<file path="config.mk">
export PLATFORM = sky130hd
export DESIGN_NAME = imem_boot_loader
export DESIGN_NICKNAME = d
export VERILOG_FILES = /design/src/rtl/imem_boot_loader.sv
export SDC_FILE = /design/constraint.sdc
export NUM_CORES = 1
export LEC_CHECK = 0
export BUFFER_PORTS_ARGS = -buffer_cell sky130_fd_sc_hd__buf_2
export CAP_MARGIN = 10
export CELL_PAD_IN_SITES_DETAIL_PLACEMENT = 1
export CELL_PAD_IN_SITES_GLOBAL_PLACEMENT = 1
export CORE_MARGIN = 3
export CORE_UTILIZATION = 33
export CTS_BUF_LIST = sky130_fd_sc_hd__clkbuf_16
export DETAILED_ROUTE_END_ITERATION = 12
export PLACE_DENSITY = 0.89
export SETUP_SLACK_MARGIN = 0.15
export SLEW_MARGIN = 20
export SYNTH_ARGS = -nofsm -noshare
export SYNTH_HDL_FRONTEND = slang
export SYNTH_SLANG_ARGS = --single-unit
</file>
<file path="constraint.sdc">
create_clock -name clk -period 2 [get_ports clk]
set_clock_uncertainty 0.15 [all_clocks]
set_input_delay 0.1 -clock clk [delete_from_list [all_inputs] [get_ports clk]]
set_output_delay 0.1 -clock clk [all_outputs]
set_load 0.02 [all_outputs]
</file>
<file path="src/rtl/imem_boot_loader.sv">
// Boot sequencer: streams instruction words into CPU instruction memory over a
// valid/ready handshake, then holds the CPU in reset for a guard interval before release.
module imem_boot_loader #(
  parameter int unsigned ADDR_STEP = 4,
  parameter int unsigned MAX_WORDS = 16,
  parameter int unsigned RST_HOLD  = 4
) (
  input  logic        clk,
  input  logic        rst,
  input  logic        start,
  input  logic        word_valid,
  input  logic [31:0] word_data,
  input  logic        word_last,
  output logic        word_ready,
  output logic        initialize,
  output logic [31:0] instruction_initialize_data,
  output logic [31:0] instruction_initialize_address,
  output logic        cpu_rst,
  output logic        busy,
  output logic        done,
  output logic        overflow_err
);

  localparam int unsigned CNT_W  = $clog2(MAX_WORDS) + 1;
  localparam int unsigned HOLD_W = $clog2(RST_HOLD) + 1;

  typedef enum logic [2:0] {
    S_IDLE,
    S_LOAD,
    S_HOLD,
    S_RUN,
    S_ERR
  } state_e;

  state_e            state_q;
  logic [CNT_W-1:0]  cnt_q;
  logic [HOLD_W-1:0] hold_q;
  logic              init_q;
  logic [31:0]       data_q;
  logic [31:0]       addr_q;
  logic              cpu_rst_q;
  logic              busy_q;
  logic              done_q;
  logic              err_q;

  logic [CNT_W-1:0]  cnt_d;
  logic [31:0]       addr_d;

  assign cnt_d  = cnt_q + CNT_W'(1);
  assign addr_d = 32'(cnt_q) * 32'(ADDR_STEP);

  // Controller state and all registered outputs; start is only honoured outside LOAD/HOLD.
  always_ff @(posedge clk) begin
    if (rst) begin
      state_q   <= S_IDLE;
      cnt_q     <= '0;
      hold_q    <= '0;
      init_q    <= 1'b0;
      data_q    <= '0;
      addr_q    <= '0;
      cpu_rst_q <= 1'b1;
      busy_q    <= 1'b0;
      done_q    <= 1'b0;
      err_q     <= 1'b0;
    end else begin
      unique case (state_q)
        S_IDLE, S_RUN, S_ERR: begin
          if (start) begin
            state_q   <= S_LOAD;
            cnt_q     <= '0;
            init_q    <= 1'b1;
            cpu_rst_q <= 1'b1;
            busy_q    <= 1'b1;
            done_q    <= 1'b0;
            err_q     <= 1'b0;
          end
        end
        S_LOAD: begin
          if (word_valid) begin
            data_q <= word_data;
            addr_q <= addr_d;
            cnt_q  <= cnt_d;
            if (word_last) begin
              state_q <= S_HOLD;
              hold_q  <= '0;
            end else if (cnt_d == CNT_W'(MAX_WORDS)) begin
              state_q <= S_ERR;
              init_q  <= 1'b0;
              busy_q  <= 1'b0;
              err_q   <= 1'b1;
            end
          end
        end
        S_HOLD: begin
          // Last word is written at the closing edge of the first HOLD cycle.
          init_q <= 1'b0;
          if (hold_q == HOLD_W'(RST_HOLD - 1)) begin
            state_q   <= S_RUN;
            cpu_rst_q <= 1'b0;
            busy_q    <= 1'b0;
            done_q    <= 1'b1;
          end else begin
            hold_q <= hold_q + HOLD_W'(1);
          end
        end
        default: state_q <= S_IDLE;
      endcase
    end
  end

  assign word_ready                     = (state_q == S_LOAD);
  assign initialize                     = init_q;
  assign instruction_initialize_data    = data_q;
  assign instruction_initialize_address = addr_q;
  assign cpu_rst                        = cpu_rst_q;
  assign busy                           = busy_q;
  assign done                           = done_q;
  assign overflow_err                   = err_q;

endmodule

</file>
### Word level (Yosys, flattened, before mapping)

Cells that the tools add are included.

* memories: 0
* latch bits: 0
* bits in writable memories: 0
* ROM bits: 0
* flip-flop bits (word level): 53

* reductions and logical operators: 14
* multipliers: 0
* eq/ne operators: 14
* magnitude comparators: 0
* shifts and indexed selects: 0
* bitwise logic cells: 0
* add/subtract/negate cells: 2
* mux-type cells: 28
* divide/modulo/power cells: 0

Operators by type and width (number)
* two-way mux 3 bit: 8
* != test 2 bit, second input constant: 6
* two-way mux 1 bit: 10
* two-way mux 5 bit: 2
* one-hot mux 5 bit (2 select lines): 1
* AND reduction 5 bit: 2
* equality test 3 x 2 -> 1 bit, second input constant: 3
* one-hot mux 3 bit (3 select lines): 1
* AND reduction 4 bit: 2
* one-hot mux 1 bit (2 select lines): 3
* one-hot mux 1 bit (3 select lines): 2
* one-hot mux 3 bit (2 select lines): 1
* AND reduction 3 bit: 2
* AND reduction 6 bit: 1
* nonzero test 2 bit: 3
* adder 5 x 1 -> 5 bit, second input constant: 1
* equality test 5 bit, second input constant: 1
* adder 3 x 1 -> 3 bit, second input constant: 1
* equality test 3 x 1 -> 1 bit, second input constant: 1
* equality test 3 bit, second input constant: 1
* logical NOT 3 bit: 1
* != test 3 x 2 -> 1 bit, second input constant: 1
* nonzero test 3 bit: 1
* OR reduction 3 bit: 1
* other kinds (2): 2

### Logic depth before layout (Yosys ltp)

Gate-level depths: netlist (run 1).

* depth after elaboration: 6
* gate-level depth with buffers: 7

### Worst setup path after synthesis (run 1)

OpenSTA, ideal clock, no wires.

* path kind: reg2reg
* start: register state_q[0]
* end: register cnt_q[3]
* data arrival time: 1.477 ns
* buffers on the path: 3
* clock period less this slack: 1.706 ns
* stages on the path, launching flop included: 8
* setup time: 0.079 ns
* slack: 0.294 ns
* data required time: 1.771 ns
* cell sequence: dfxtp_1 -> buf_4 -> nor3b_4 -> and2_1 -> buf_2 -> buf_4 -> a21oi_1 -> a211oi_2

* elaborated cells between the ends (all ways): 10

RTL lines
* start: declaration: RTL line 35 `state_e state_q;`
* start signal: assignment: RTL line 55 `state_q <= S_IDLE;`
* start signal: assignment: RTL line 69 `state_q <= S_LOAD;`
* start signal: assignment: RTL line 84 `state_q <= S_HOLD;`
* equality test 3 x 1 -> 1 bit (*)
* named net word_ready: RTL line 14 `output logic word_ready,`
* != test 2 bit (no source line) / nonzero test 2 bit (equally long branches)
* AND reduction 3 bit (no source line)
* end signal: assignment: RTL line 82 `cnt_q <= cnt_d;`
* end: declaration: RTL line 36 `logic [CNT_W-1:0] cnt_q;`

The timed path passes the listed nets; every way through them passes the cells marked *.
A chain may end at the register's enable or synchronous reset.

### Worst setup path after layout (run 1)

* start: register hold_q[0]
* end: register state_q[1]

* cells in the longest elaborated chain, start to end: 3

Ends and longest elaborated chain
* start: declaration: RTL line 37 `logic [HOLD_W-1:0] hold_q;`
* start signal: assignment: RTL line 103 `hold_q <= hold_q + HOLD_W'(1);`
* equality test 3 x 2 -> 1 bit: RTL line 97 `if (hold_q == HOLD_W'(RST_HOLD - 1)) begin`
* != test 2 bit (no source line)
* AND reduction 4 bit (no source line)
* end signal: assignment: RTL line 87 `state_q <= S_ERR;`
* end signal: assignment: RTL line 98 `state_q <= S_RUN;`
* end signal: assignment: RTL line 106 `default: state_q <= S_IDLE;`

Every way passes these cells.

==> flow_summary.yaml, run 1 <==
status:
  status: "finished clean"
clock_tree:
  cts-root-buf: "clkbuf_16"
  cts_max_level: 2
  insertion_delay_ps: 290
  clkTransAtPathRegs_ps: 70
  cts_made_buffers: 5
  clk_path_buf_depth: 2
  cts_tree: "built"
  clock-sinks: 53
worst_setup_path:
  crit_chain: "ha_2 > ha_4 > nor3_4 > a211oi_4 > buf_4 > nor2b_1 > a221oi_2"
  ff2ff_setup_slack_ps: 200
  cp_data_arrival_time_ps: 1840
  cp-start-kind: "flop"
  critPathKind: "flop to flop"
  slowest_stage: "dfxtp_1"
  max_stage_delay_ps: 340
  path_max_fanout: 7
  worstPathRequired_ps: 2040
  cp-end-kind: "flop"
power_and_ir_drop:
  total_power_mw: 3.09
  power.leakage_nw: 1.41
  p_per_area_nw_per_um2: 925
  irDropWorstVdd_mv: 0.367
sta:
  rsz0062_at_grt: "true"
  worst-slew-pin-transition_ps: 731
  fin_setup_tns_ps: 0
  period_share: 0.898
  hold_ws_ps: 42.1
  fmax_mhz: 557
  hold_viol: 0
  finalMaxSlewViolations: 0
  finalCriticalPeriod_ps: 1800
  max-slew-margin-rel: 0.513
  setup_viol: 0
  setup_ws_ps: 203
floorplan:
  dieWidth_um: 91.7
  start_util: 0.349
  core_area_sq_um: 6940
  pin_count: 107
  die_h_um: 91.7
  rows: 30
  fp.dieArea_sq_um: 8420
place:
  routabilityCongestion: 0.815
  dpl.hpwl_um: 4530
  place_area_sq_um: 2810
  dp_slack_ps: 59.4
  port_buffers: 79
  place_inst: 467
route:
  wire_per_inst_um: 13.8
  via_per_inst: 4.66
  drt_wl_total_um: 7000
  drtIter0Drc: 96
  ant_nets: 0
  remaining_drc_errors: 0
  drt_pass1_iterations: 4
  via_count: 2373
yosys:
  syn_area_sq_um: 2430
  yosysSeqAreaShare: 0.437
  synthCells: 304
  synth.area.top_cells: "dfxtp_1 (44%), nand2_1 (13%), a21oi_1 (10%)"
  synth_top_area_frac: 0.437
  synth_top_area_cell: "dfxtp_1"
  ys_ff_latch: 53
  yosysWarnings: 0
  synth_cell_types: 39
  syn_area_per_cell_sq_um: 7.98
global_routing:
  grt_max_degree: 36
  gr-total-overflow: 0
  grt_pass1_vias: 2379
  gr-usage-met1: 0.182
  met3_usage: 0.0435
  groute.usage.overall: 0.160
  top_usage_layer: "met2"
  antenna_found_initial: 0
  use_met2: 0.295
  grt_first_pass_wirelength_um: 11200
cells_and_area:
  syn_to_final_growth_pct: 37.7
  postLayoutCellArea_sq_um: 3340
  drive_gt1_frac: 0.283
  antenna-diode-count: 0
  utilization: 0.481
  fin_cells: 509
  final_nets: 452
worst_hold_path:
  hold_path.class: "primary input to flop"
run:
  maxCapViolations: 0
-- cell families after synthesis --
| group | count (synthesis) | synth area share |
|---|---|---|
| mux | 3 | 0.0139 |
| other cells | 1 | 0.00155 |
| buf+inv | 48 | 0.125 |
| fa+ha+maj | 3 | 0.0155 |
| compound gates | 74 | 0.185 |
| simple gates | 122 | 0.222 |
| flops | 53 | 0.437 |
-- area by class of cell --
type / instances / area, sq um
clock buffer: 5 / 125
fill: 856 / 3600
timing repair buffer: 120 / 796
multi-input combinational: 229 / 1200
sequential: 53 / 1070
tap: 96 / 120
clock inverter: 3 / 21.3
inverter: 3 / 11.3
-- synthesized netlist by cell type, drive strengths merged --
library cell	count
nand3	5
nor2	12
a31o	1
dfxtp	53
nand2	81
ha	3
nor3	6
mux2i	3
inv	3
buf	37
o31ai	1
nand2b	6
a311oi	1
conb	1
nand3b	1
a221oi	1
and2	2
nand4b	1
a21boi	1
nor2b	6
a211oi	4
a22oi	2
or2	1
o21ai	6
o211a	1
a2111oi	1
clkbuf	8
a21oi	53
a31oi	2
nor3b	1
-- layer usage --
metal,up-vias,share of wire
met5,-,0
met4,0,0.016
met3,12,0.053
met2,80,0.51
met1,1112,0.42
li1,1169,-
-- worst paths after layout --
check	startpoint	to	depth (start not counted)
setup / recovery	hold_q[0]$_SDFFE_PP0P_	state_q[1]$_SDFFE_PP0P_	7
hold / removal	start	state_q[0]$_SDFFE_PP0P_	3
setup reg to reg	hold_q[0]$_SDFFE_PP0P_	state_q[1]$_SDFFE_PP0P_	7
hold reg to reg	instruction_initialize_data[25]$_SDFFE_PP0P_	instruction_initialize_data[25]$_SDFFE_PP0P_	2
-- worst max-delay path: cells and delay by family (launching register included) --
family                   cells  cell delay [ps]
flip-flops                   1              340
adder cells (fa/ha/maj)      2              380
AO/OA/AOI/OAI                2              310
buffers and inverters        1              180
AND/OR/NAND/NOR              2              350
-- layout by cell type (no fill, tap or decap), types with 4 or more instances in the layout --
cell,synthesis,final
nor3_1,5,5
a21oi_1,50,50
nand2_1,81,81
dfxtp_1,53,51
nor2b_1,6,4
o21ai_0,5,5
nand2b_1,6,5
nor2_1,12,12
nand3_1,5,5
dlygate4sd3_1,0,32
clkbuf_16,0,5
conb_1,1,27
buf_4,29,8
buf_2,6,79
-- state kept, by name, indices dropped and copies added (netlist names) --
name / flops
state_q: 3
busy: 1
instruction_initialize_data: 32
instruction_initialize_address: 5
hold_q: 3
done: 1
cnt_q: 5
initialize: 1
overflow_err: 1
cpu_rst: 1
-- timing repair --
action,4_1_cts,5_1_grt
setup endpoints to repair,23,40
hold endpoints to repair,32,0
pin swaps,0,3
gates resized for setup,2,12
setup buffers,0,2
hold buffers,32,0
-- where the power goes --
group	total, mW	internal [mW]	switching (mW)	leakage [nW]
combinational	0.969	0.386	0.583	0.913
sequential	1.26	1.16	0.0989	0.431
clock	0.866	0.467	0.399	0.0702
total	3.09	2.01	1.08	1.41
(Power assumes the default switching activity.)
==> run 2, diff against run 1 <==
CORE_ASPECT_RATIO = 0.7   (was unset)
==> flow_summary.yaml, run 2 (synthesis gave the netlist of run 1 again) <==
route:
  ant_nets: 0
  drt_wl_total_um: 7000
  drtIter0Drc: 69
  drt_pass1_iterations: 4
  via_per_inst: 4.64
  via_count: 2364
  wire_per_inst_um: 13.8
  remaining_drc_errors: 0
worst_setup_path:
  path_max_fanout: 7
  crit_chain: "ha_1 > ha_2 > nor3_4 > a211oi_4 > o211a_1 > nor3_1"
  ff2ff_setup_slack_ps: 240
  crit_start: "hold_q[0]$_SDFFE_PP0P_"
  slowest_stage: "dfxtp_1"
  critPathKind: "flop to flop"
  crit_buf_inv: 0
  crit_family: "compound AO/OA/AOI/OAI gates"
  timing.rr.start: "hold_q[0]$_SDFFE_PP0P_"
  max_stage_delay_ps: 370
  cp_data_arrival_time_ps: 1760
  worstPathRequired_ps: 1990
  cp-start-kind: "flop"
  cp-end-kind: "flop"
place:
  place_inst: 469
  port_buffers: 79
  dpl.hpwl_um: 4750
  routabilityCongestion: 0.836
sta:
  period_share: 0.881
  max-slew-margin-rel: 0.563
  rsz0062_at_grt: "false"
  hold_ws_ps: 37.4
  setup_viol: 0
  fin_setup_tns_ps: 0
  finalCriticalPeriod_ps: 1760
  finalMaxSlewViolations: 0
  worst-slew-pin-transition_ps: 655
  hold_viol: 0
  fmax_mhz: 568
global_routing:
  groute.usage.overall: 0.168
  antenna_found_initial: 0
  grt_pass1_vias: 2322
  grt_first_pass_wirelength_um: 11200
  grt_max_degree: 34
  gr-total-overflow: 0
floorplan:
  fp.dieArea_sq_um: 8430
  die_h_um: 77.7
  rows: 25
  dieWidth_um: 108
  pin_count: 107
  start_util: 0.349
  core_area_sq_um: 6940
cells_and_area:
  final_cell_mix: "nand2_1 (81), buf_2 (79), a21oi_1 (50), dfxtp_1 (50), dlygate4sd3_1 (32)"
  antenna-diode-count: 0
  layout_commonest_cell: "nand2_1"
  utilization: 0.481
  final_nets: 454
  n_fill_cell: 886
  largest_reg_flops: 32
  fin_cells: 509
  drive_gt1_frac: 0.282
  syn_to_final_growth_pct: 37.6
power_and_ir_drop:
  pwr-share-seq: 0.413
  combPwrFrac: 0.316
  power.leakage_nw: 1.43
  p_per_area_nw_per_um2: 913
  irDropWorstVdd_mv: 0.362
  power.internal_mw: 2.00
  power.net_switching_mw: 1.05
  switching_share: 0.344
  clkPwrFrac: 0.271
  total_power_mw: 3.05
clock_tree:
  post_cts_buffers: 0
  clk_path_buf_depth: 2
  clkTransAtPathRegs_ps: 60
  insertion_delay_ps: 290
  cts_max_level: 2
  clock-sinks: 53
  cts_tree: "built"
  cts-root-buf: "clkbuf_16"
  cts_made_buffers: 5
run:
  maxCapViolations: 0
worst_hold_path:
  worstHoldStart: "start"
  hold_path.class: "primary input to flop"
status:
  status: "finished clean"
[run 2: cell types whose count changed in the layout (fill, tap and decap cells not counted), sizes merged]
cell	change
clkinv	+1
buf	+2
clkinvlp	-1
[run 2: cell type report]
| cell class | count | area (sq um) | area share |
|---|---|---|---|
| flip-flops and latches | 53 | 1070 | 0.320 |
| inverters | 3 | 11.3 | 0.00337 |
| multi-input cells | 229 | 1190 | 0.357 |
| clock buffers | 5 | 125 | 0.0375 |
| repair buffers | 122 | 811 | 0.243 |
| well taps | 94 | 118 | 0.0352 |
| clock inverters | 3 | 13.8 | 0.00412 |
[run 2: timing repair]
item                       in CTS  in global routing
hold buffers                   32                  0
setup endpoints to repair       6                 43
pin swaps                       0                  2
gates resized for setup         1                 13
gates cloned                    0                  0
hold endpoints to repair       32                  0
[run 2: worst paths after layout]
| kind | end | depth (start not counted) |
|---|---|---|
| hold / removal | state_q[0]$_SDFFE_PP0P_ | 3 |
| hold reg to reg | instruction_initialize_address[5]$_SDFFE_PP0P_ | 2 |
| setup / recovery | state_q[0]$_SDFFE_PP0P_ | 6 |
| setup reg to reg | state_q[0]$_SDFFE_PP0P_ | 6 |
[run 2: worst register-to-register path: stages (launching register included)]
cell      delay [ps]
dfxtp_1          370
ha_1             170
ha_2             230
nor3_4            60
a211oi_4         360
o211a_1          240
nor3_1            50
[run 2: metal layers]
metal | vias up | GRT usage | wire (um) | share of wire
li1 | 1181 | - | - | -
met1 | 1112 | 0.210 | 3040 | 0.43
met2 | 67 | 0.289 | 3490 | 0.50
met3 | 4 | 0.0449 | 410 | 0.059
met4 | 0 | 0.0391 | 61 | 0.0087
met5 | - | 0 | 0 | 0
[run 2: metrics by stage]
step	instance area, sq um	setup slack [ps]
after floorplan	2520	294
after global placement	2840	212
after detailed placement	2840	97.9
after CTS	3300	157
after global routing	3340	155
final	3340	239
[run 2: power by group through the flow]
stage	Clock, mW	Combinational, mW	Sequential (mW)
floorplan	0	0.622	1.32
global placement	0	0.860	1.26
detailed placement	0	0.888	1.27
CTS	0.865	0.938	1.25
global route	0.916	1.06	1.28
finish	0.826	0.961	1.26
==> run 3, diff against run 2 <==
CTS_BUF_LIST = unset   (was sky130_fd_sc_hd__clkbuf_16)
==> flow_summary.yaml, run 3 (synthesis gave the netlist of run 1 again) <==
route:
  ant_nets: 0
  drt_pass1_iterations: 4
  wire_per_inst_um: 13.6
  drtIter0Drc: 53
  remaining_drc_errors: 0
  drt_wl_total_um: 6920
  via_count: 2348
  via_per_inst: 4.61
sta:
  max-slew-margin-rel: 0.568
  worst-slew-pin-transition_ps: 648
  hold_viol: 0
  finalMaxSlewViolations: 0
  finalCriticalPeriod_ps: 1760
  period_share: 0.882
  setup_ws_ps: 235
  fin_setup_tns_ps: 0
  fmax_mhz: 567
  rsz0062_at_grt: "false"
  setup_viol: 0
cells_and_area:
  antenna-diode-count: 0
  drive_gt1_frac: 0.280
  ff_latch_area_sq_um: 1070
  final_cell_mix: "nand2_1 (81), buf_2 (79), a21oi_1 (50), dfxtp_1 (50), dlygate4sd3_1 (32)"
  final_nets: 454
  syn_to_final_growth_pct: 35.2
  multi_input_area_sq_um: 1190
  layout_commonest_cell: "nand2_1"
  n_fill_cell: 893
  largest_reg_flops: 32
floorplan:
  rows: 25
  start_util: 0.349
  dieWidth_um: 108
  pin_count: 107
  die_h_um: 77.7
  core_area_sq_um: 6940
  fp.dieArea_sq_um: 8430
worst_hold_path:
  hold_path.class: "primary input to flop"
clock_tree:
  cts_max_level: 2
  clk_path_buf_depth: 2
  cts_tree: "built"
  clkTransAtPathRegs_ps: 90
  post_cts_buffers: 0
  clock-sinks: 53
  cts-root-buf: "clkbuf_8"
  cts_made_buffers: 5
  insertion_delay_ps: 300
power_and_ir_drop:
  pwr-share-seq: 0.448
  p_per_area_nw_per_um2: 856
  switching_share: 0.363
  power.net_switching_mw: 1.02
  power.leakage_nw: 1.40
  power.internal_mw: 1.79
  irDropWorstVdd_mv: 0.290
  combPwrFrac: 0.343
  clkPwrFrac: 0.210
worst_setup_path:
  critPathKind: "flop to flop"
  cp-start-kind: "flop"
  worstPathRequired_ps: 2020
  path_max_fanout: 7
  ff2ff_setup_slack_ps: 240
  max_stage_delay_ps: 380
  crit_buf_inv: 0
  crit_family: "compound AO/OA/AOI/OAI gates"
  cp-end-kind: "flop"
  cp_data_arrival_time_ps: 1780
  crit_chain: "ha_1 > ha_2 > nor3_4 > a211oi_4 > o211a_1 > nor3_1"
  slowest_stage: "dfxtp_1"
place:
  dp_slack_ps: 97.9
  port_buffers: 79
  routabilityCongestion: 0.836
  dpl.hpwl_um: 4750
global_routing:
  grt_pass1_vias: 2316
  grt_max_degree: 34
  gr-total-overflow: 0
  grt_first_pass_wirelength_um: 11100
  groute.usage.overall: 0.165
  antenna_found_initial: 0
run:
  maxCapViolations: 0
status:
  status: "finished clean"
-- run 3: final cells by class --
cell class / instances / area share
Sequential cell: 53 / 0.325
Multi-Input combinational cell: 229 / 0.363
Timing Repair Buffer: 122 / 0.247
Clock buffer: 6 / 0.0221
Clock inverter: 2 / 0.00305
Inverter: 3 / 0.00343
Tap cell: 94 / 0.0359
-- run 3: through the flow --
stage | cell area (sq um) | utilization | total power [mW] | instances | hold WS [ps]
global placement | 2840 | 0.409 | 2.12 | 469 | 191
finish | 3280 | 0.472 | 2.81 | 509 | 16.5
floorplan | 2520 | - | 1.94 | 330 | 86.0
detailed placement | 2840 | 0.409 | 2.16 | 469 | 199
global route | 3280 | 0.472 | 3.01 | 509 | 29.2
CTS | 3240 | 0.467 | 2.81 | 509 | 6.20
-- run 3: path summary, 6_finish.rpt --
path / startpoint / endpoint / cells after the start
setup / recovery: hold_q[0]$_SDFFE_PP0P_ / state_q[0]$_SDFFE_PP0P_ / 6
hold / removal: start / state_q[0]$_SDFFE_PP0P_ / 3
setup reg to reg: hold_q[0]$_SDFFE_PP0P_ / state_q[0]$_SDFFE_PP0P_ / 6
hold reg to reg: instruction_initialize_address[5]$_SDFFE_PP0P_ / instruction_initialize_address[5]$_SDFFE_PP0P_ / 2
-- run 3: timing repair --
action / 4_1_cts / 5_1_grt
hold buffers: 32 / 0
endpoints found under the hold margin: 32 / 0
resized for setup: 1 / 12
pin swaps: 0 / 2
setup endpoints to repair: 6 / 44
-- run 3: power by group through the flow --
| stage | Sequential [mW] | Combinational, mW | Clock (mW) |
|---|---|---|---|
| floorplan | 1.32 | 0.622 | 0 |
| global placement | 1.26 | 0.860 | 0 |
| detailed placement | 1.27 | 0.888 | 0 |
| CTS | 1.25 | 0.941 | 0.620 |
| global route | 1.28 | 1.06 | 0.672 |
| finish | 1.26 | 0.962 | 0.588 |
-- run 3: worst min-delay path: stages --
cell,delay [ps]
buf_2,150
a21oi_1,130
nor3_1,60
-- run 3: routing by layer --
metal  vias up  global-route usage  wire, um  part of all wire
li1       1180                   -         -                 -
met1      1098               0.210      3040              0.44
met2        65               0.281      3430              0.50
met3         5              0.0424       398             0.058
met4         0              0.0315        42            0.0061
met5         -                   0         0                 0
